<file path="src/rtl/pipe_pkg.sv">
// Shared definitions for the inter-stage pipeline register: the holding-state
// encoding, default bundle widths and a helper that turns a state into an
// entry count.
package pipe_pkg;

  localparam int DATA_W_DEF = 32;
  localparam int CTRL_W_DEF = 8;
  localparam int CNT_W_DEF  = 16;

  // Encoding is chosen so the state value equals the number of held entries.
  typedef enum logic [1:0] {
    PS_EMPTY = 2'd0,
    PS_ONE   = 2'd1,
    PS_FULL  = 2'd2
  } pipe_state_t;

  // Number of entries held in a given state.
  function automatic logic [1:0] state_occupancy(input pipe_state_t s);
    logic [1:0] occ;
    case (s)
      PS_EMPTY: occ = 2'd0;
      PS_ONE:   occ = 2'd1;
      PS_FULL:  occ = 2'd2;
      default:  occ = 2'd0;
    endcase
    return occ;
  endfunction

endpackage

</file>
<file path="src/rtl/pipe_sat_counter.sv">
// Saturating up-counter with synchronous clear. Once the count reaches the
// all-ones value it stays there until cleared.
module pipe_sat_counter
  import pipe_pkg::*;
#(
  parameter int CNT_W = CNT_W_DEF
) (
  input  logic             clk,
  input  logic             clr,
  input  logic             inc,
  output logic [CNT_W-1:0] count
);

  localparam logic [CNT_W-1:0] CNT_MAX = '1;

  // Count qualifying cycles, sticking at the top value; clear wins over inc.
  always_ff @(posedge clk) begin
    if (clr) begin
      count <= '0;
    end else if (inc && (count != CNT_MAX)) begin
      count <= count + CNT_W'(1);
    end
  end

endmodule

</file>
<file path="src/rtl/pipe_stage_reg.sv">
// Parametrised inter-stage pipeline register with valid/ready handshake,
// flush, bubble gating of the control bundle and a saturating stall counter.
//
// Build option: define PIPE_STAGE_SKID_EN to get a two-entry skid buffer
// (main register M plus skid register S) whose in_ready comes straight from
// a flop. Without it only M exists and in_ready is ~out_valid | out_ready.
//
// M always drives out_data; out_ctrl is forced to zero whenever no entry is
// held so a bubble can never assert a write enable downstream. out_data is
// deliberately left holding its last value on a bubble or a flush.
module pipe_stage_reg
  import pipe_pkg::*;
#(
  parameter int DATA_W = DATA_W_DEF,
  parameter int CTRL_W = CTRL_W_DEF,
  parameter int CNT_W  = CNT_W_DEF
) (
  input  logic              clk,
  input  logic              rst,
  input  logic              flush,
  input  logic              in_valid,
  output logic              in_ready,
  input  logic [CTRL_W-1:0] in_ctrl,
  input  logic [DATA_W-1:0] in_data,
  output logic              out_valid,
  input  logic              out_ready,
  output logic [CTRL_W-1:0] out_ctrl,
  output logic [DATA_W-1:0] out_data,
  output logic [1:0]        occupancy,
  output logic [CNT_W-1:0]  stall_cnt
);

  pipe_state_t       state;
  logic [CTRL_W-1:0] m_ctrl;
  logic [DATA_W-1:0] m_data;
  logic              in_fire;
  logic              out_fire;
  logic              stall;

  assign out_valid = (state != PS_EMPTY);
  assign out_ctrl  = out_valid ? m_ctrl : '0;
  assign out_data  = m_data;
  assign occupancy = state_occupancy(state);

  assign in_fire  = in_valid & in_ready;
  assign out_fire = out_valid & out_ready;
  assign stall    = out_valid & ~out_ready;

`ifdef PIPE_STAGE_SKID_EN

  logic [CTRL_W-1:0] s_ctrl;
  logic [DATA_W-1:0] s_data;
  logic              in_ready_q;

  // in_ready is a flop tracking "not FULL", so out_ready never reaches it
  // combinationally.
  assign in_ready = in_ready_q;

  // Two-entry holding FSM: M feeds the outputs, S catches the entry that
  // arrives while downstream is stalled; flush drops everything.
  always_ff @(posedge clk) begin
    if (rst) begin
      state      <= PS_EMPTY;
      m_ctrl     <= '0;
      m_data     <= '0;
      s_ctrl     <= '0;
      s_data     <= '0;
      in_ready_q <= 1'b1;
    end else if (flush) begin
      state      <= PS_EMPTY;
      in_ready_q <= 1'b1;
    end else begin
      case (state)
        PS_EMPTY: begin
          if (in_fire) begin
            m_ctrl <= in_ctrl;
            m_data <= in_data;
            state  <= PS_ONE;
          end
        end
        PS_ONE: begin
          if (in_fire && out_fire) begin
            m_ctrl <= in_ctrl;
            m_data <= in_data;
          end else if (in_fire) begin
            s_ctrl     <= in_ctrl;
            s_data     <= in_data;
            state      <= PS_FULL;
            in_ready_q <= 1'b0;
          end else if (out_fire) begin
            state <= PS_EMPTY;
          end
        end
        PS_FULL: begin
          if (out_fire) begin
            m_ctrl     <= s_ctrl;
            m_data     <= s_data;
            state      <= PS_ONE;
            in_ready_q <= 1'b1;
          end
        end
        default: begin
          state      <= PS_EMPTY;
          in_ready_q <= 1'b1;
        end
      endcase
    end
  end

`else

  // Single-entry mode: accept whenever the held entry is empty or leaving.
  assign in_ready = ~out_valid | out_ready;

  // Single-entry holding FSM; an accept while ONE always coincides with the
  // held entry leaving, so M is simply overwritten.
  always_ff @(posedge clk) begin
    if (rst) begin
      state  <= PS_EMPTY;
      m_ctrl <= '0;
      m_data <= '0;
    end else if (flush) begin
      state <= PS_EMPTY;
    end else begin
      case (state)
        PS_EMPTY: begin
          if (in_fire) begin
            m_ctrl <= in_ctrl;
            m_data <= in_data;
            state  <= PS_ONE;
          end
        end
        PS_ONE: begin
          if (in_fire) begin
            m_ctrl <= in_ctrl;
            m_data <= in_data;
          end else if (out_fire) begin
            state <= PS_EMPTY;
          end
        end
        default: begin
          state <= PS_EMPTY;
        end
      endcase
    end
  end

`endif

  // Stall cycles are counted independently of flush; only rst clears them.
  pipe_sat_counter #(
    .CNT_W(CNT_W)
  ) u_stall_counter (
    .clk  (clk),
    .clr  (rst),
    .inc  (stall),
    .count(stall_cnt)
  );

endmodule

</file>
<file path="config.mk">
export PLATFORM = sky130hd
export DESIGN_NAME = pipe_stage_reg
export DESIGN_NICKNAME = d
export VERILOG_FILES = /design/src/rtl/pipe_pkg.sv /design/src/rtl/pipe_sat_counter.sv /design/src/rtl/pipe_stage_reg.sv
export SDC_FILE = /design/constraint.sdc
export NUM_CORES = 1
export LEC_CHECK = 0
export BUFFER_PORTS_ARGS = -buffer_cell sky130_fd_sc_hd__buf_2
export CAP_MARGIN = 20
export CORE_MARGIN = 4
export CORE_UTILIZATION = 40
export CTS_CLUSTER_SIZE = 8
export DETAILED_ROUTE_END_ITERATION = 7
export GPL_ROUTABILITY_DRIVEN = 0
export PLACE_DENSITY_LB_ADDON = 0.1
export SYNTH_ARGS = -nofsm -noshare
export SYNTH_HDL_FRONTEND = slang
export SYNTH_SLANG_ARGS = --single-unit
</file>
<file path="constraint.sdc">
create_clock -name clk -period 3.33 [get_ports clk]
set_clock_uncertainty 0.2 [all_clocks]
set_input_delay 0.999 -clock clk [delete_from_list [all_inputs] [get_ports clk]]
set_output_delay 0.999 -clock clk [all_outputs]
set_load 0.01 [all_outputs]
</file>
; Yosys cells after proc, flatten, opt, wreduce, memory -nomap -nowiden
; Index checks and enable logic that the tools add are counted.
[classes]
addsub = 1
n_reduce_logical = 7
multipliers = 0
magnitude_cmp = 0
bitwise = 7
n_eq_ne = 6
n_mux = 6
n_shift = 0
div_mod_pow = 0
[ops]
columns = operator, count
row1 = $add A16 B1 Y16 const B, 1
row2 = $ne A16 B16 Y1 const B, 1
row3 = $mux W8, 1
row4 = $pmux W2 S2, 2
row5 = $mux W2, 3
row6 = $ne A2 B2 Y1 const B, 3
row7 = $reduce_and A3 Y1, 2
row8 = $reduce_or A2 Y1, 2
row9 = $and A1 B1 Y1, 3
row10 = $not A1 Y1, 3
row11 = $eq A2 B1 Y1 const B, 1
row12 = $eq A2 B2 Y1 const B, 1
row13 = $logic_not A2 Y1, 1
row14 = $reduce_bool A2 Y1, 1
row15 = $logic_and A1 B1 Y1, 1
row16 = $or A1 B1 Y1, 1
[totals]
elab_cells = 31
output_inout_bits = 60
memories = 0
ram_bits = 0
latchBits = 0
mem_bits_ro = 0
regBits = 58

; Logic depth before layout (Yosys ltp)
; Gate-level depths: netlist (run 1).
[logic_depth]
ltp_word = 6
depth_mapped = 7
depth_no_buf = 5

; Cells and area by module
; From an unflattened synthesis (run 1), not the netlist that was laid out.
[unflattened]
hier_cells = 289
area_unflattened_um2 = 2762.6
[modules_own_cells]
columns = mod, cells_each, n_inst, area_each_um2
row1 = pipe_stage_reg, 190, 1, 1914.3
row2 = pipe_sat_counter, 99, 1, 848.3

; Least setup slack after synthesis (run 1)
; OpenSTA, ideal clock, no wires.
[synth_path]
path_kind = input port to output port
startpoint = in out_ready
endpoint = out in_ready
setup_slack_ps = 651
cell_stages = 4
arrival_ps = 1480
path_buffers = 2
cell_sequence = and2b_1 buf_4 inv_2 buf_6
[synth_via]
elab_chain_cells = 1
[synth_rtl]
columns = item, line_no
row1 = start: declaration, pipe_stage_reg.sv:26  ; input logic out_ready,
row2 = $or A1 B1 Y1, pipe_stage_reg.sv:113  ; assign in_ready = ~out_valid | out_ready;
row3 = end: declaration, pipe_stage_reg.sv:22  ; output logic in_ready,
; No other way between the ends.

; Worst setup path after layout (run 1)
; Same ends and word-level chain as after synthesis.

==> results_dict.tcl, run 1 <==
set metrics [dict create \
    layout_common_cells "buf_2 (103), nand2_1 (84), dfxtp_1 (57)" \
    start_kind "input port" \
    hold_start "m_ctrl[3]" \
    clk_pin_slew_ns 0.06 \
    numClockSinks 57 \
    die_w_microns 84.1 \
    clkPwrFrac_pct 42.8 \
    slew_headroom_pct 49.3 \
    final_max_slew_viol_count 0 \
    cp.buffers_inverters 3 \
    cts_setup_buffers 0 \
    clk_latency_ns 0.32 \
    layout.cells.non_filler 461 \
    yosys_register_bits 57 \
    num_io_pins 105 \
    worst_slack_ns 0.556 \
    arrival_ns 1.57 \
    r2r_cells 4 \
    crit_path_frequent_cell "buf_2" \
    p_leak_nw 1.38 \
    max_cap_viol_count 0 \
    worstMarginPinSlew_ns 0.755 \
    dr.pass1.iters 6 \
    n_fill_cell 537 \
    endpoint_kind "primary output" \
    root_buffer "clkbuf_8" \
    max_stage_delay_ns 0.19 \
    place_ws_ns 0.555 \
    netlist_instances 286 \
    switching_share_pct 22.4 \
    fin_util_pct 55.0 \
    synth_top_cell_area_share_pct 49.2 \
    hp-class "reg -> reg" \
    min_path_cells 2 \
    ctsResizeCount 0 \
    cts_tree "done" \
    hpwl_microns 3990 \
    synth-main-ff-cell "dfxtp_1" \
    fmax_ghz 0.360 \
    yosys_warnings 0 \
    crit_cells 4 \
    switchingPower_uw 329 \
    diodes 0 \
    setup_violations 0 \
    wirelength_microns 5840 \
    place_inst 446 \
    cp_slowest_cell "and2b_1" \
    num_vias 2324 \
    initial_core_util_pct 41.6 \
    async_flop_share_pct 0 \
    outcome "completed" \
    p_comb_share_pct 8.3 \
    avgSynthCellArea_sq_um 8.11 \
    routedWlPerCell_microns 12.7 \
    syn_to_final_growth_pct 32.3 \
    nets 431 \
    layout_min_cycle_time_ns 2.77 \
    postRouteAntennaNets 0 \
    ys_seq_area_share_pct 49.2 \
    p_per_area_mw_per_mm2 478 \
    fin_tns_setup_ns 0 \
    cp_top_family "buffers and inverters" \
    grt_pass1_vias 2074 \
    cp.required_ns 2.13 \
    path_class "in -> out" \
    final_common_cell "buf_2" \
    drc_errors 0 \
    cts_buffers 9 \
    die_h_microns 84.1 \
    intPower_mw 1.14 \
    drt-initial-drc-count 79 \
    overflow 0 \
    cp_cell_sequence "buf_2 > and2b_1 > inv_2 > buf_2" \
    grt_max_degree 41 \
    synth_top_area_cell "dfxtp_1" \
    rsz0062_at_grt "no" \
    layout-drive-gt1-share_pct 32.6 \
    hold_viol 0 \
    ir_drop_mv 0.308 \
    postCtsHoldBufs 0 \
    pwr-share-seq_pct 48.9 \
    synth_nets 332 \
    finalCritPeriodShare_pct 83.3 \
    r2r-end "u_stall_counter.count[15]" \
    post_drt_via_cell_ratio 5.04 \
    clk_path_buf_depth 2 \
    h-tree-depth 3 \
    port_buffers 103 \
    grt_usage_pct 16.5 \
    grt_pass1_wl_microns 9670 \
    synth_edf_count 0 \
    worstPathMaxFanout 12 \
    ys_types 36 \
    row_count 27 \
    netlist_area_sq_mm 0.00232 \
    die_area_sq_mm 0.00708 \
    antenna_found_initial 0 \
    synth_area_leaders "dfxtp_1 (49%), nand2_1 (14%), a21oi_1 (11%), o31ai_1 (2.3%), and2_1 (2.2%)" \
    hold_end "m_ctrl[3]" \
    core-area_sq_mm 0.00557 \
    r2r-start "u_stall_counter.count[12]" \
    rrSetupSlack_ns 1.04 \
]
-- registers in the layout, indices dropped and copies added (netlist names) --
name                   count
state                      1
m_ctrl                     8
u_stall_counter.count     16
out_data                  32
-- cell usage after synthesis (2+ instances only) --
cell type,n
or4_1,6
dfxtp_1,57
nand3_1,4
or3_1,3
nand2_1,84
and3_1,3
o21ai_0,3
buf_2,4
clkbuf_1,10
mux2_2,2
nor4_1,2
o31ai_1,7
buf_4,4
nand3b_1,2
nor3_1,3
xor2_1,2
and4_1,3
and2_1,8
a21oi_1,50
nor2b_1,2
nand4_1,5
nor2_1,8
-- power by group through the flow --
stage | Combinational, mW | Clock [mW] | Sequential [mW]
final | 0.122 | 0.629 | 0.717
after global routing | 0.136 | 0.694 | 0.720
after CTS | 0.124 | 0.653 | 0.717
after detailed placement | 0.124 | 0 | 0.732
after global placement | 0.123 | 0 | 0.731
after floorplan | 0.0560 | 0 | 0.741
-- worst max-delay path by stage --
stage	startpoint	end
after floorplan	out_ready	in_ready
after global placement	out_ready	in_ready
after detailed placement	out_ready	in_ready
after CTS	out_ready	in_ready
after global routing	out_ready	in_ready
final	out_ready	in_ready
-- cell families (layout without fill, tap and decap cells) --
family | Yosys count | count (layout) | synth area share, %
buffers and inverters | 21 | 124 | 4.59
multiplexers | 2 | 2 | 0.971
flip-flops | 57 | 57 | 49.2
XOR/XNOR | 2 | 2 | 0.756
AND/OR/NAND/NOR | 139 | 139 | 29.0
AO/OA/AOI/OAI | 63 | 63 | 14.8
other | 1 | 1 | 0.162
adder cells (fa/ha/maj) | 1 | 1 | 0.540
-- layer usage --
metal / vias up / track usage, % / routed length [microns] / part of all wire (%)
li1: 1181 / - / - / -
met1: 1064 / 21.1 / 2690 / 46
met4: 0 / 7.02 / 76 / 1.3
met5: - / 0 / 0 / 0
met3: 8 / 4.71 / 433 / 7.4
met2: 71 / 26.0 / 2650 / 45
-- tightest hold or removal path: cells and delay by family, from the launching register on --
family / cells / cell delay (ns)
simple gates: 1 / 0.05
compound gates: 1 / 0.05
flops: 1 / 0.30
-- metrics by stage --
step	hold WS, ns	area [sq um]	power [mW]
after floorplan	0.232	2320	0.797
after global placement	0.238	2870	0.854
after detailed placement	0.243	2870	0.856
after CTS	0.252	3070	1.49
after global routing	0.268	3070	1.55
final	0.250	3070	1.47
-- area by class of cell --
class | count | area [sq um] | share of cell area (%)
flip-flops and latches | 57 | 1140 | 37.2
multi-input cells | 208 | 1080 | 35.1
repair buffers | 107 | 558 | 18.2
clock buffers | 12 | 155 | 5.06
well taps | 72 | 90.1 | 2.94
clock inverters | 3 | 40.0 | 1.31
inverters | 2 | 7.51 | 0.245
Note: power is estimated with default switching activity, not from simulation.
==> run 2, diff against run 1 <==
==> constraint.sdc (replaced) <==
create_clock -name clk -period 2.8 [get_ports clk]
set_clock_uncertainty 0.2 [all_clocks]
set_input_delay 0.84 -clock clk [delete_from_list [all_inputs] [get_ports clk]]
set_output_delay 0.84 -clock clk [all_outputs]
set_load 0.01 [all_outputs]
==> results_dict.tcl, run 2 (synthesis results as in run 1) <==
set metrics [dict create \
    outcome "completed" \
    grt_usage_pct 16.9 \
    worst_slack_ns 0.243 \
    hpwl_microns 4170 \
    min_path_cells 2 \
    hold_start "m_ctrl[5]" \
    setup_violations 0 \
    cts_tree "done" \
    root_buffer "clkbuf_8" \
    routedWlPerCell_microns 12.7 \
    place_area_sq_mm 0.00290 \
    hold_slack_ns 0.250 \
    die_h_microns 84.1 \
    hold_viol 0 \
    largest_reg_flops 32 \
    drt-initial-drc-count 68 \
    multiInputGateArea_sq_mm 0.00108 \
    h-tree-depth 3 \
    syn_to_final_growth_pct 32.2 \
    grt_use_met3_pct 6.48 \
    postRouteAntennaNets 0 \
    p_leak_nw 1.38 \
    grt_pass1_vias 2120 \
    clk_path_buf_depth 2 \
    p_per_area_mw_per_mm2 541 \
    initial_core_util_pct 41.6 \
    fmax_ghz 0.391 \
    final_common_cell "buf_2" \
    gr-usage-met2_pct 26.2 \
    port_buffers 103 \
    cts_buffers 9 \
    r2r-start "state[0]" \
    drc_errors 0 \
    antenna_found_initial 0 \
    postCtsHoldBufs 0 \
    fin_tns_setup_ns 0 \
    wirelength_microns 5900 \
    layout_common_cells "buf_2 (103), nand2_1 (84), dfxtp_1 (57)" \
    diodes 0 \
    crit_start "out_ready" \
    final_max_slew_viol_count 0 \
    r2r_cells 4 \
    power_mw 1.66 \
    fin_area_sq_mm 0.00306 \
    num_vias 2278 \
    numClockSinks 57 \
    overflow 0 \
    max_cap_viol_count 0 \
    grt_pass1_wl_microns 9930 \
    layout-drive-gt1-share_pct 33.2 \
    hp-class "reg -> reg" \
    ctsResizeCount 0 \
    place_ws_ns 0.234 \
    cp_slowest_cell "and2b_1" \
    finalCritPeriodShare_pct 91.3 \
    busiest_layer "met2" \
    grt_max_degree 41 \
    rrSetupSlack_ns 0.72 \
    hold_end "m_ctrl[5]" \
    row_count 27 \
    rsz0062_at_grt "no" \
    layout_min_cycle_time_ns 2.56 \
    die_w_microns 84.1 \
    start_kind "input port" \
    cp.required_ns 1.76 \
    dr.pass1.iters 4 \
    post_drt_via_cell_ratio 4.92 \
    n_fill_cell 555 \
    arrival_ns 1.52 \
    r2r-end "u_stall_counter.count[15]" \
    core-area_sq_mm 0.00557 \
    crit_path_frequent_cell "buf_2" \
    ir_drop_mv 0.339 \
    endpoint_kind "primary output" \
    clk_latency_ns 0.32 \
    max_stage_delay_ns 0.38 \
    grtUsageMet1_pct 22.0 \
    cts_setup_buffers 0 \
    register_area_sq_mm 0.00114 \
    path_class "in -> out" \
    nets 434 \
    num_io_pins 105 \
    worstPathMaxFanout 8 \
    cp_cell_sequence "buf_2 > and2b_1 > inv_2 > buf_2" \
    die_area_sq_mm 0.00708 \
    clk_pin_slew_ns 0.06 \
]
## run 2: changes by cell type in the layout (fill, tap and decap cells not counted), sizes merged
cell      delta
buf          +3
clkinvlp     +1
clkbuf       -1
bufinv       -1
## run 2: power by group
group | switching [mW] | internal (mW) | total [mW]
combinational | 0.0826 | 0.0648 | 0.147
clock | 0.301 | 0.356 | 0.657
sequential | 0.0139 | 0.839 | 0.853
## run 2: cell type report
type / count / share of cell area [%]
inverters: 2 / 0.245
clock buffers: 11 / 4.94
repair buffers: 110 / 18.9
flip-flops and latches: 57 / 37.2
clock inverters: 3 / 0.572
multi-input cells: 208 / 35.1
well taps: 72 / 2.94
## run 2: routing by layer
metal  wire length (microns)  share of wire, %
met2                    2660                45
met4                      23              0.39
met5                       0                 0
met3                     412               7.0
met1                    2810                48
## run 2: how the worst max path moves through the flow
| stage | depth (start not counted) | end |
|---|---|---|
| 3_3_place_gp | 4 | in_ready |
| 3_5_place_dp | 4 | in_ready |
| 6_report | 4 | in_ready |
| 4_1_cts | 4 | in_ready |
| 2_1_floorplan | 4 | in_ready |
| 5_1_grt | 4 | in_ready |
## run 2: worst max-delay path, delay by kind of cell
| kind | cells | cell delay (ns) |
|---|---|---|
| and+or+nand+nor | 1 | 0.38 |
| buffers and inverters | 3 | 0.29 |
## run 2: per-stage QoR
stage / instances / utilization, %
after floorplan: 286 / -
after global placement: 449 / 51.9
after detailed placement: 449 / 51.9
after CTS: 463 / 55.0
after global routing: 463 / 55.0
final: 463 / 55.0
==> run 3, diff against run 2 <==
--- a/config.mk
+++ b/config.mk
@@ -6,8 +6,8 @@
 export NUM_CORES = 1
 export LEC_CHECK = 0
 export BUFFER_PORTS_ARGS = -buffer_cell sky130_fd_sc_hd__buf_2
-export CAP_MARGIN = 20
-export CORE_MARGIN = 4
+export CAP_MARGIN = 40
+export CORE_MARGIN = 1
 export CORE_UTILIZATION = 40
 export CTS_CLUSTER_SIZE = 8
 export DETAILED_ROUTE_END_ITERATION = 7
==> results_dict.tcl, run 3 (synthesis results as in run 1) <==
set metrics [dict create \
    outcome "completed" \
    finalCritPeriodShare_pct 91.8 \
    p_per_area_mw_per_mm2 565 \
    fin_area_sq_mm 0.00310 \
    place_area_sq_mm 0.00290 \
    wirelength_microns 5550 \
    ir_drop_mv 0.281 \
    register_area_sq_mm 0.00114 \
    cts_buffers 9 \
    grt_pass1_wl_microns 9230 \
    drt-initial-drc-count 80 \
    cts_setup_buffers 0 \
    layout.cells.non_filler 464 \
    grt_pass1_vias 2033 \
    largest_reg_flops 32 \
    clk_path_buf_depth 2 \
    layout_common_cells "buf_2 (103), nand2_1 (84), dfxtp_1 (57)" \
    num_vias 2305 \
    endpoint_kind "primary output" \
    hp-class "reg -> reg" \
    multiInputGateArea_sq_mm 0.00108 \
    hold_slack_ns 0.251 \
    setup_violations 0 \
    arrival_ns 1.53 \
    die_h_microns 78.1 \
    initial_core_util_pct 41.8 \
    worstPathMaxFanout 8 \
    final_max_slew_viol_count 0 \
    ctsResizeCount 0 \
    hpwl_microns 3820 \
    diodes 0 \
    dr.pass1.iters 4 \
    fin_tns_setup_ns 0 \
    rsz0062_at_grt "no" \
    antenna_found_initial 0 \
    start_kind "input port" \
    drc_errors 0 \
    h-tree-depth 3 \
    p_leak_nw 1.39 \
    final_common_cell "buf_2" \
    core-area_sq_mm 0.00554 \
    port_buffers 103 \
    die_w_microns 78.1 \
    place_inst 449 \
    routedWlPerCell_microns 12.0 \
    hold_viol 0 \
    root_buffer "clkbuf_8" \
    syn_to_final_growth_pct 33.5 \
    post_drt_via_cell_ratio 4.97 \
    grt_max_degree 41 \
    layout-drive-gt1-share_pct 33.4 \
    path_class "in -> out" \
    row_count 27 \
    clk_latency_ns 0.32 \
    max_cap_viol_count 0 \
    cp.required_ns 1.76 \
    clk_pin_slew_ns 0.06 \
    num_io_pins 105 \
    n_fill_cell 542 \
    cts_tree "done" \
    grt_usage_pct 19.2 \
    overflow 0 \
    power_mw 1.75 \
    postCtsHoldBufs 0 \
    numClockSinks 57 \
    layout_min_cycle_time_ns 2.57 \
    nets 434 \
    postRouteAntennaNets 0 \
    die_area_sq_mm 0.00610 \
    fmax_ghz 0.389 \
]
[run 3: changes by cell type in the layout (fill, tap and decap cells not counted), sizes merged]
cell    delta
clkbuf     +3
clkinv     -2
[run 3: routing by layer]
metal / global-route usage [%] / part of all wire (%) / vias to the layer above
li1: - / - / 1178
met1: 23.7 / 47 / 1044
met2: 31.4 / 46 / 74
met3: 5.47 / 5.2 / 9
met4: 8.15 / 1.4 / 0
met5: 0 / 0 / -
[run 3: power by group]
part	internal (mW)	switching [mW]	leakage, nW
Clock	0.438	0.311	0.101
Sequential	0.839	0.0132	0.464
Combinational	0.0648	0.0821	0.824
Total	1.34	0.406	1.39
[run 3: area by class of cell]
class,instances,share of cell area (%)
inverters,2,0.243
flip-flops and latches,57,36.9
multi-input cells,208,34.8
repair buffers,110,18.8
clock inverters,1,0.243
clock buffers,14,6.22
well taps,72,2.91
[run 3: metrics by stage]
step / utilization [%] / setup WS (ns)
final: 55.9 / 0.230
after floorplan: - / 0.439
after detailed placement: 52.3 / 0.226
after CTS: 55.9 / 0.215
after global routing: 55.9 / 0.166
after global placement: 52.3 / 0.226
[run 3: worst max-delay path, cell delays in order]
cell and delay [ns]:
buf_2 0.09, and2b_1 0.39, inv_2 0.07, buf_2 0.14
[run 3: path summary, 6_finish.rpt]
path              cells after the start        start                        end  slack (ns)
setup / recovery                      4    out_ready                   in_ready        0.23
hold / removal                        2  out_data[9]                out_data[9]        0.25
setup reg to reg                      4     state[0]  u_stall_counter.count[15]        0.71
hold reg to reg                       2  out_data[9]                out_data[9]        0.25
